[config.mk]
export PLATFORM = sky130hd
export DESIGN_NAME = vga_pixel_clk_gen
export DESIGN_NICKNAME = d
export VERILOG_FILES = /design/src/rtl/vga_pkg.sv /design/src/rtl/vga_frac_strobe.sv /design/src/rtl/vga_pixel_clk_gen.sv
export SDC_FILE = /design/constraint.sdc
export NUM_CORES = 1
export LEC_CHECK = 0
export CAP_MARGIN = 20
export CORE_ASPECT_RATIO = 1.5
export CORE_UTILIZATION = 35
export DETAILED_ROUTE_END_ITERATION = 6
export MAX_ROUTING_LAYER = met4
export PLACE_DENSITY = 0.56
export RECOVER_POWER = 50
export SYNTH_ARGS = -nofsm -noshare
export SYNTH_HDL_FRONTEND = slang
export SYNTH_SLANG_ARGS = --single-unit
export TNS_END_PERCENT = 5
[constraint.sdc]
create_clock -name clk_100m_i -period 4.1 [get_ports clk_100m_i]
set_clock_uncertainty 0.1 [all_clocks]
set_input_delay 0.82 -clock clk_100m_i [delete_from_list [all_inputs] [get_ports clk_100m_i]]
set_output_delay 0.82 -clock clk_100m_i [all_outputs]
set_load 0.1 [all_outputs]
[src/rtl/vga_pkg.sv]
// Shared VGA pixel-clock types, resolution ratios and board constants.
// Imported by the pixel-rate generator and its fractional strobe core.
package vga_pkg;

  localparam int unsigned CLK_100M_HZ = 100_000_000;

  typedef enum logic [1:0] {
    VGA_RES_640_480   = 2'd0,
    VGA_RES_800_600   = 2'd1,
    VGA_RES_1024_768  = 2'd2,
    VGA_RES_1280_1024 = 2'd3
  } vga_resolution_e;

  typedef struct packed {
    logic [4:0] n;
    logic [4:0] d;
  } vga_ratio_t;

  typedef enum logic [1:0] {
    ST_IDLE,
    ST_LOCK,
    ST_RUN
  } pclk_state_e;

  function automatic vga_ratio_t vga_res_ratio(
    input vga_resolution_e res
  );
    vga_ratio_t r;
    case (res)
      VGA_RES_640_480:   r = '{n: 5'd1,  d: 5'd4};
      VGA_RES_800_600:   r = '{n: 5'd2,  d: 5'd5};
      VGA_RES_1024_768:  r = '{n: 5'd13, d: 5'd20};
      VGA_RES_1280_1024: r = '{n: 5'd1,  d: 5'd1};
      default:           r = '{n: 5'd1,  d: 5'd4};
    endcase
    return r;
  endfunction

endpackage

[src/rtl/vga_frac_strobe.sv]
// N/D fractional-rate strobe: emits one-cycle pulses averaging n/d
// of the input clock, with the first pulse on the first cycle after load.
module vga_frac_strobe
  import vga_pkg::*;
(
  input  logic       clk,
  input  logic       rst,
  input  logic       load,
  input  logic [4:0] n,
  input  logic [4:0] d,
  output logic       strobe
);

  logic [4:0] acc;
  logic [5:0] sum;

  assign sum = {1'b0, acc} + {1'b0, n};

  // Preloading d-n makes the first post-load sum hit d exactly.
  always_ff @(posedge clk) begin
    if (rst) begin
      acc    <= '0;
      strobe <= 1'b0;
    end else if (load) begin
      acc    <= d - n;
      strobe <= 1'b0;
    end else if (sum >= {1'b0, d}) begin
      acc    <= acc + n - d;
      strobe <= 1'b1;
    end else begin
      acc    <= acc + n;
      strobe <= 1'b0;
    end
  end

endmodule

[src/rtl/vga_pixel_clk_gen.sv]
// Pixel-rate generator: request edge detect, settle counter and FSM
// around the fractional strobe core.
module vga_pixel_clk_gen
  import vga_pkg::*;
#(
  parameter int unsigned LOCK_CYCLES = 64
) (
  input  logic            clk_100m_i,
  input  logic            rst_i,
  input  vga_resolution_e resolution_i,
  input  logic            req_i,
  output logic            clk_o,
  output logic            valid_o
);

  localparam logic [15:0] LOCK_LOAD = 16'(LOCK_CYCLES - 1);

  pclk_state_e state, state_next;
  logic        req_q;
  logic        accept;
  logic        load;
  logic [15:0] cnt;
  vga_ratio_t  ratio_q;

  assign accept = req_i & ~req_q;
  assign load   = accept | (state != ST_RUN);

  always_ff @(posedge clk_100m_i) begin
    if (rst_i) begin
      req_q   <= 1'b0;
      state   <= ST_IDLE;
      cnt     <= '0;
      ratio_q <= '0;
      valid_o <= 1'b0;
    end else begin
      req_q   <= req_i;
      state   <= state_next;
      valid_o <= (state == ST_RUN) && !accept;
      if (accept) begin
        ratio_q <= vga_res_ratio(resolution_i);
        cnt     <= LOCK_LOAD;
      end else if (state == ST_LOCK && cnt != '0) begin
        cnt <= cnt - 16'd1;
      end
    end
  end

  always_comb begin
    state_next = state;
    unique case (state)
      ST_IDLE: if (accept) state_next = ST_LOCK;
      ST_LOCK: begin
        if (accept)         state_next = ST_LOCK;
        else if (cnt == '0) state_next = ST_RUN;
      end
      ST_RUN:  if (accept) state_next = ST_LOCK;
      default: state_next = ST_IDLE;
    endcase
  end

  vga_frac_strobe u_frac (
    .clk    (clk_100m_i),
    .rst    (rst_i),
    .load   (load),
    .n      (ratio_q.n),
    .d      (ratio_q.d),
    .strobe (clk_o)
  );

endmodule

==> impl_table.tex, run 1 <==
\begin{tabular}{lr}
\hline
Metric & Value \\
\hline
\multicolumn{2}{l}{\textbf{Status}} \\
\quad Outcome & finished clean \\
\multicolumn{2}{l}{\textbf{STA}} \\
\quad Final worst path period share & approximately four fifths \\
\quad Number of pins with negative max-slew slack in the final report & 0 \\
\quad Unrepaired setup endpoints after global routing & no \\
\quad Final setup vio count & 0 \\
\quad Maximum frequency from static timing analysis & 312.1 MHz \\
\quad Clock period minus final worst setup slack & between 3000 and 4000 ps \\
\quad Final hold violation count & 0 \\
\quad Rel. slew slack & 35.73\% \\
\quad Slew at the pin with the worst max-slew slack & around 960 ps \\
\quad Total negative setup slack & 0 ps \\
\multicolumn{2}{l}{\textbf{Drt}} \\
\quad Aggregate routed wire length & around 4300 um \\
\quad Detailed-route vias per instance & 5.482 \\
\quad Count of unresolved DRC violations after routing & 0 \\
\quad Detailed-route wire length per cell & between 10 and 15 um \\
\quad DRT Pass-1 Iters & 4 \\
\quad Number of DRC markers in iteration 0 & just over 50 \\
\quad Remaining number of nets flagged by the antenna check after routing & 0 \\
\quad Total via count after detailed routing & 1650 \\
\multicolumn{2}{l}{\textbf{Place}} \\
\quad Final RePlAce weighted congestion & around 0.92 \\
\quad Port Buf Inserts & 6 \\
\quad Placed Cells incl. Taps & 293 \\
\quad Dpl hpwl & approximately 3200 um \\
\multicolumn{2}{l}{\textbf{Clock network}} \\
\quad Clock slew seen by the registers of the worst setup and hold paths & 70 ps \\
\quad Latest clock arrival within the worst-skew pair & around 280 ps \\
\quad Post-cts gate resize count & 0 \\
\quad Post-CTS setup buffer count & 0 \\
\quad Number of buffers added by the clock tree synthesis step & 5 \\
\quad TritonCTS clock tree & done \\
\quad Number of H-tree levels & 2 \\
\quad Clock Path Buffers & 2 \\
\quad Sink count of the clock tree & 31 \\
\quad Count of hold-fix buffers inserted at cts & 0 \\
\quad CTS root buffer & sky130\_fd\_sc\_hd\_\_clkbuf\_8 \\
\multicolumn{2}{l}{\textbf{Global route}} \\
\quad Initial antenna violation count & 0 \\
\quad Global-route total usage across every layer & 18.14\% \\
\quad Wire length of the first global-routing pass & slightly above 7000 um \\
\quad Vias in the first global route & between 1500 and 2000 \\
\quad Total overflow reported by the global router & 0 \\
\quad Largest net degree at the start of global routing & 20 \\
\multicolumn{2}{l}{\textbf{Synth}} \\
\quad Share of the yosys chip area belonging to registers & approximately a third \\
\quad Synth warnings & 0 \\
\quad Number of nets produced by synthesis & between 200 and 250 \\
\quad Yosys top cell area share & between 30\% and 40\% \\
\quad Leading post-synthesis cells by instance count & 31 x sky130\_fd\_sc\_hd\_\_dfxtp\_1, 21 x sky130\_fd\_sc\_hd\_\_nor2\_1, 20 x sky130\_fd\_sc\_hd\_\_a21oi\_1 \\
\quad Total standard cell area after synthesis & between 0.0015 and 0.002 mm\^{}2 \\
\quad Post-synth EDFFs & 0 \\
\quad Most used flip-flop cell after synthesis & sky130\_fd\_sc\_hd\_\_dfxtp\_1 \\
\quad Unique cell type count in the Yosys netlist & 48 \\
\quad Most common cell in the synthesized netlist & sky130\_fd\_sc\_hd\_\_dfxtp\_1 \\
\quad Flops \& latches, synth & 31 \\
\quad Top cells by area, synth & sky130\_fd\_sc\_hd\_\_dfxtp\_1 33\%, sky130\_fd\_sc\_hd\_\_ha\_1 8.6\%, sky130\_fd\_sc\_hd\_\_xnor2\_1 6.1\% \\
\quad Average cell area after synthesis & around 8.3 um\^{}2 \\
\quad Number of cells produced by synthesis & about 230 \\
\quad Share of synthesized registers carrying an async set or reset & 0\% \\
\quad Biggest area consumer among synthesized cells & sky130\_fd\_sc\_hd\_\_dfxtp\_1 \\
\multicolumn{2}{l}{\textbf{Floorplan}} \\
\quad Starting utilization of the core area & 36.41\% \\
\quad Placeable core area & 0.005165 mm\^{}2 \\
\quad Top-Level Pins & 7 \\
\quad Die width & about 62 um \\
\quad Row cnt & 32 \\
\quad Total die area & approximately 0.0057 mm\^{}2 \\
\quad Height of the die & 91.78 um \\
\multicolumn{2}{l}{\textbf{Power and ir drop}} \\
\quad Leakage power of the design & between 0.7 and 0.8 nW \\
\quad Pwr/cell area & 374.1 mW/mm\^{}2 \\
\quad Highest ir drop seen on vdd & slightly above 0.2 mV \\
\multicolumn{2}{l}{\textbf{Final layout}} \\
\quad Proportion of layout cells with a drive suffix above 1 & about 4.3\% \\
\quad Count of fill cells added during filler insertion & 528 \\
\quad Antenna diode count & 0 \\
\quad Number of nets at the end of the flow & 251 \\
\quad Post-route non-filler standard cell count & approximately 300 \\
\quad Area Overhead vs Synth & 10.38\% \\
\multicolumn{2}{l}{\textbf{Setup path}} \\
\quad Kind of critical path & register to register \\
\quad Critical Path Start Type & register \\
\quad Endpoint type of the worst setup path & register \\
\quad Critical path required time & $\sim$4200 ps \\
\quad Cell with the biggest individual delay on the critical path & sky130\_fd\_sc\_hd\_\_a21boi\_1 \\
\quad Worst reg-to-reg setup slack & $\sim$900 ps \\
\quad Most frequent cell on the critical path & sky130\_fd\_sc\_hd\_\_ha\_1 \\
\quad Maximum fanout encountered on the critical timing path & 6 \\
\quad Critical-path cell list & ha\_1 > inv\_1 > fa\_1 > nor2b\_1 > o21a\_1 > or3\_1 > and2\_1 > ha\_1 > nand2\_1 > a21oi\_1 > a21boi\_1 > o221ai\_1 > a311oi\_1 \\
\quad Critical path arrival & roughly 3300 ps \\
\quad Biggest cell delay along the critical path & 420 ps \\
\multicolumn{2}{l}{\textbf{Worst hold path}} \\
\quad Class of the tightest hold or removal check & register to register \\
\multicolumn{2}{l}{\textbf{Flow run}} \\
\quad Max\_cap viols & 0 \\
\hline
\end{tabular}
==> cells by family after synthesis <==
logic type | count (synthesis) | synth area share (%)
buffers and inverters | 22 | 4.525
AOI/OAI and AO/OA | 53 | 18.96
DFF | 31 | 33.00
adders and majority gates | 14 | 9.714
xor gates and xnor gates | 17 | 7.917
and+or+nand+nor | 89 | 25.88
==> critical path, delay by kind of cell, from the launching register on <==
kind	cells	cell delay [ps]
simple gates	4	620
fa+ha+maj	3	780
flops	1	320
compound gates	5	1230
buf+inv	1	70
==> cell type report <==
type / count / area, um^2 / area share, %
well taps: 68 / 85.08 / 4.099
clock inverters: 1 / 5.005 / 0.2411
flip-flops and latches: 31 / 620.6 / 29.90
clock buffers: 7 / 76.32 / 3.677
inverters: 13 / 48.80 / 2.351
repair buffers: 8 / 71.32 / 3.436
multi-input cells: 173 / 1169 / 56.30
==> cell usage in the layout, fill, tap and decap left out, types with 4 or more instances in the layout <==
cell type / count
sky130_fd_sc_hd__or3_1: 4
sky130_fd_sc_hd__nor4_1: 4
sky130_fd_sc_hd__clkdlybuf4s50_1: 4
sky130_fd_sc_hd__ha_1: 13
sky130_fd_sc_hd__nand3_1: 11
sky130_fd_sc_hd__xor2_1: 4
sky130_fd_sc_hd__nand2_1: 10
sky130_fd_sc_hd__nor2b_1: 4
sky130_fd_sc_hd__nor2_1: 21
sky130_fd_sc_hd__nor3_1: 8
sky130_fd_sc_hd__a211oi_1: 4
sky130_fd_sc_hd__a21oi_1: 20
sky130_fd_sc_hd__inv_1: 13
sky130_fd_sc_hd__dfxtp_1: 31
sky130_fd_sc_hd__clkbuf_8: 5
sky130_fd_sc_hd__xnor2_1: 13
sky130_fd_sc_hd__nand2b_1: 8
==> worst paths after layout <==
| check | start | end | cells past startpoint |
|---|---|---|---|
| max | ratio_q[5] | u_frac.acc[3] | 13 |
| min | ratio_q[7] | ratio_q[7] | 2 |
| max reg2reg | ratio_q[5] | u_frac.acc[3] | 13 |
| min reg2reg | ratio_q[7] | ratio_q[7] | 2 |
==> power breakdown <==
| group | switching, W | total [W] | internal [W] |
|---|---|---|---|
| combinational | 0.000125 | 0.000211 | 0.0000864 |
| sequential | 0.0000162 | 0.000335 | 0.000319 |
| clock | 0.000111 | 0.000230 | 0.000119 |
==> metrics by stage <==
stage	worst slack [ps]	area, um^2	total power, W	hold slack [ps]	util, %
finish	895.9	2076	0.0007766	397.6	40.19
global route	663.0	2076	0.0008294	436.0	40.19
CTS	896.3	2086	0.0007890	401.8	40.38
detailed placement	907.5	2004	0.0005533	389.9	38.81
global placement	987.2	2004	0.0005545	389.1	38.81
floorplan	1199	1881	0.0005023	353.6	-
==> registers in the layout, indices dropped and copies added, names as in the netlist <==
register       count
ratio_q            5
cnt               16
state              2
u_frac.acc         5
valid_o            1
u_frac.strobe      1
req_q              1
==> per-layer routing <==
layer / up-vias / global-route usage (%) / routed length (um)
li1: 830 / - / -
met1: 776 / 19.18 / 1778
met2: 31 / 31.09 / 2283
met3: 13 / 3.808 / 84
met4: 0 / 7.963 / 143
met5: - / - / 0
Power figures use the tool's default switching activity.
==> run 2: changes to the inputs <==
Settings changed: PLACE_DENSITY 0.56 to 0.57.
Clock period 4.1 ns to 2.8 ns, I/O delays scaled along.
==> run 2 against run 1 <==
Compared with the run above: die area stayed put; clock-buffer cell count shrank 1; largest cell class unchanged; non-clock buffer count up 15; largest power group unchanged.
==> impl_table.tex, run 2 (synthesis results as in run 1) <==
\begin{tabular}{lr}
\hline
Metric & Value \\
\hline
\multicolumn{2}{l}{\textbf{Status}} \\
\quad Outcome & finished clean \\
\multicolumn{2}{l}{\textbf{Setup path}} \\
\quad Worst r2r src & ratio\_q[5] \\
\quad Kind of critical path & register to register \\
\quad Critical path arrival & 2860 ps (-430 ps) \\
\quad Critical-path cell list & ha\_4 > inv\_2 > fa\_2 > nor2b\_1 > o21a\_1 > or3\_4 > and2\_4 > ha\_4 > nand2\_2 > a21oi\_2 > a21boi\_4 > o311ai\_2 > a221oi\_1 \\
\quad Most frequent cell on the critical path & sky130\_fd\_sc\_hd\_\_ha\_4 \\
\quad Maximum fanout encountered on the critical timing path & 4 (-2) \\
\quad Critical path startpoint & ratio\_q[5] \\
\quad Critical path required time & 2890 ps (-1300 ps) \\
\quad Biggest cell delay along the critical path & 360 ps (-60 ps) \\
\quad Critical Path Start Type & register \\
\quad Cell with the biggest individual delay on the critical path & sky130\_fd\_sc\_hd\_\_or3\_4 \\
\quad Endpoint type of the worst setup path & register \\
\multicolumn{2}{l}{\textbf{Drt}} \\
\quad Detailed-route wire length per cell & 14.29 um (+0.28\%) \\
\quad DRT Pass-1 Iters & 4 (unchanged) \\
\quad Detailed-route vias per instance & 5.375 (-2.0\%) \\
\quad Aggregate routed wire length & 4502 um (+4.9\%) \\
\quad Count of unresolved DRC violations after routing & 0 (unchanged) \\
\quad Remaining number of nets flagged by the antenna check after routing & 0 (unchanged) \\
\quad Total via count after detailed routing & 1693 (+2.6\%) \\
\quad Number of DRC markers in iteration 0 & 42 (-18\%) \\
\multicolumn{2}{l}{\textbf{STA}} \\
\quad Rel. slew slack & 22.17\% (-14 points) \\
\quad Final setup vio count & 0 (unchanged) \\
\quad Unrepaired setup endpoints after global routing & yes \\
\quad Number of pins with negative max-slew slack in the final report & 0 (unchanged) \\
\quad Final worst path period share & 98.98\% (+21 points) \\
\quad Slew at the pin with the worst max-slew slack & 1173 ps (+211.5 ps) \\
\quad Clock period minus final worst setup slack & 2771 ps (-432.7 ps) \\
\quad Maximum frequency from static timing analysis & 360.8 MHz (+16\%) \\
\quad Final hold violation count & 0 (unchanged) \\
\multicolumn{2}{l}{\textbf{Global route}} \\
\quad Initial antenna violation count & 0 (unchanged) \\
\quad Total overflow reported by the global router & 0 (unchanged) \\
\quad Global-route total usage across every layer & 18.01\% (-0.13 points) \\
\quad Vias in the first global route & 1656 (+4.5\%) \\
\quad Largest net degree at the start of global routing & 17 (-15\%) \\
\quad Wire length of the first global-routing pass & 7238 um (-0.56\%) \\
\multicolumn{2}{l}{\textbf{Worst hold path}} \\
\quad Class of the tightest hold or removal check & register to register \\
\quad Startpoint of the tightest hold check path & ratio\_q[0] \\
\multicolumn{2}{l}{\textbf{Floorplan}} \\
\quad Total die area & 0.005676 mm\^{}2 (unchanged) \\
\quad Top-Level Pins & 7 (unchanged) \\
\quad Starting utilization of the core area & 36.41\% (unchanged) \\
\quad Placeable core area & 0.005165 mm\^{}2 (unchanged) \\
\quad Row cnt & 32 (unchanged) \\
\quad Die width & 61.85 um (unchanged) \\
\quad Height of the die & 91.78 um (unchanged) \\
\multicolumn{2}{l}{\textbf{Clock network}} \\
\quad Latest clock arrival within the worst-skew pair & 280 ps (about the same) \\
\quad Clock Path Buffers & 2 (unchanged) \\
\quad Clock slew seen by the registers of the worst setup and hold paths & 70 ps (about the same) \\
\quad Number of buffers added by the clock tree synthesis step & 5 (unchanged) \\
\quad Number of H-tree levels & 2 (unchanged) \\
\quad CTS root buffer & sky130\_fd\_sc\_hd\_\_clkbuf\_8 \\
\quad Post-CTS setup buffer count & 0 (unchanged) \\
\quad Sink count of the clock tree & 31 (unchanged) \\
\quad TritonCTS clock tree & done \\
\multicolumn{2}{l}{\textbf{Flow run}} \\
\quad Max\_cap viols & 0 (unchanged) \\
\multicolumn{2}{l}{\textbf{Power and ir drop}} \\
\quad Logic pwr share & 30.9\% (+3.7 points) \\
\quad Internal cell power & 0.0008346 W (+59\%) \\
\quad Clock network fraction of design power & 29.0\% (-0.6 points) \\
\quad Leakage power of the design & 0.8327 nW (+12\%) \\
\quad Pwr/cell area & 541.4 mW/mm\^{}2 (+45\%) \\
\quad Flop pwr share & 40.1\% (-3.1 points) \\
\quad Net switching share of the total power & 32.23\% (-0.24 points) \\
\quad Net Sw Power & 0.0003969 W (+57\%) \\
\quad Highest ir drop seen on vdd & 0.3734 mV (+80\%) \\
\multicolumn{2}{l}{\textbf{Final layout}} \\
\quad Count of fill cells added during filler insertion & 528 (unchanged) \\
\quad Number of nets at the end of the flow & 266 (+6.0\%) \\
\quad Multi-input gate area & 0.001259 mm\^{}2 (+7.7\%) \\
\quad Sequential cell area & 623.1 um\^{}2 (+0.40\%) \\
\quad Final core utilization & 44.04\% (+3.9 points) \\
\quad Proportion of layout cells with a drive suffix above 1 & 17.41\% (+13 points) \\
\quad Antenna diode count & 0 (unchanged) \\
\quad Area Overhead vs Synth & 20.96\% \\
\quad Biggest regs & cnt (16), ratio\_q (5), u\_frac.acc (5) \\
\quad Commonest cells after routing, fill and taps aside & 29 x sky130\_fd\_sc\_hd\_\_dfxtp\_1, 20 x sky130\_fd\_sc\_hd\_\_nor2\_1, 19 x sky130\_fd\_sc\_hd\_\_a21oi\_1, 16 x sky130\_fd\_sc\_hd\_\_buf\_4, 13 x sky130\_fd\_sc\_hd\_\_xnor2\_1 \\
\quad Post-route non-filler standard cell count & 315 (+4.7\%) \\
\quad Top reg by flops & cnt \\
\quad Most common cell after layout, fill and taps aside & sky130\_fd\_sc\_hd\_\_dfxtp\_1 \\
\quad Flip-flop count of the largest register, all copies and words added & 16 (unchanged) \\
\multicolumn{2}{l}{\textbf{Place}} \\
\quad Port Buf Inserts & 6 (unchanged) \\
\quad Dpl hpwl & 3460 um (+6.8\%) \\
\quad Placed Cells incl. Taps & 308 (+5.1\%) \\
\quad Final RePlAce weighted congestion & 0.8836 (-4.3\%) \\
\hline
\end{tabular}
run 2: cell types whose count changed in the layout (fill, tap and decap cells not counted), sizes merged:
cell	delta
buf	+15
clkbuf	+1
clkdlybuf4s50	-1
dlygate4sd3	-1
run 2: stage by stage:
| step | power (W) | area [um^2] | TNS [ps] | hold WS (ps) | setup WS (ps) |
|---|---|---|---|---|---|
| 2_1_floorplan | 0.0007416 | 1893 | -72.90 | 353.6 | -28.92 |
| 5_1_grt | 0.001304 | 2275 | -409.5 | 422.0 | -104.9 |
| 3_3_place_gp | 0.0008483 | 2123 | 0 | 388.6 | 22.79 |
| 3_5_place_dp | 0.0008478 | 2123 | -68.77 | 388.5 | -27.04 |
| 6_report | 0.001231 | 2275 | 0 | 402.1 | 28.62 |
| 4_1_cts | 0.001229 | 2232 | 0 | 397.1 | 8.945 |
run 2: final timing paths:
check,depth (start not counted),slack (ps),endpoint
worst max-delay path,13,30,u_frac.acc[2]
worst min-delay path,2,400,ratio_q[0]
worst max register to register,13,30,u_frac.acc[2]
worst min register to register,2,400,ratio_q[0]
run 2: critical path: cells and delay by family (launching register included):
kind,cells,cell delay (ps)
adders and majority gates,3,610
buffers and inverters,1,50
and+or+nand+nor,4,630
AOI/OAI and AO/OA,5,950
DFF,1,340
run 2: what timing repair did:
action / 4_1_cts / 5_1_grt
pin swaps: 1 / 7
endpoints found under the setup margin: 3 / 6
hold buffers: 0 / 0
gates resized for setup: 4 / 13
run 2: routing by layer:
layer | track usage, % | wire length (um)
met2 | 31.72 | 2393
met3 | 4.090 | 85
met4 | 11.30 | 227
met1 | 16.42 | 1796
met5 | - | 0
run 2: layout make-up:
type                       instances  area share [%]
sequential                        31           27.39
inverter                          13           2.145
multi-input combinational        173           55.34
timing repair buffer              23           7.536
tap                               68           3.740
clock buffer                       6           3.630
clock inverter                     1          0.2200
run 2: power by group through the flow:
stage	combinational [W]	clock, W	sequential (W)
6_report	0.000381	0.000357	0.000493
5_1_grt	0.000419	0.000389	0.000496
3_3_place_gp	0.000347	0	0.000501
4_1_cts	0.000364	0.000374	0.000491
2_1_floorplan	0.000247	0	0.000495
3_5_place_dp	0.000347	0	0.000501
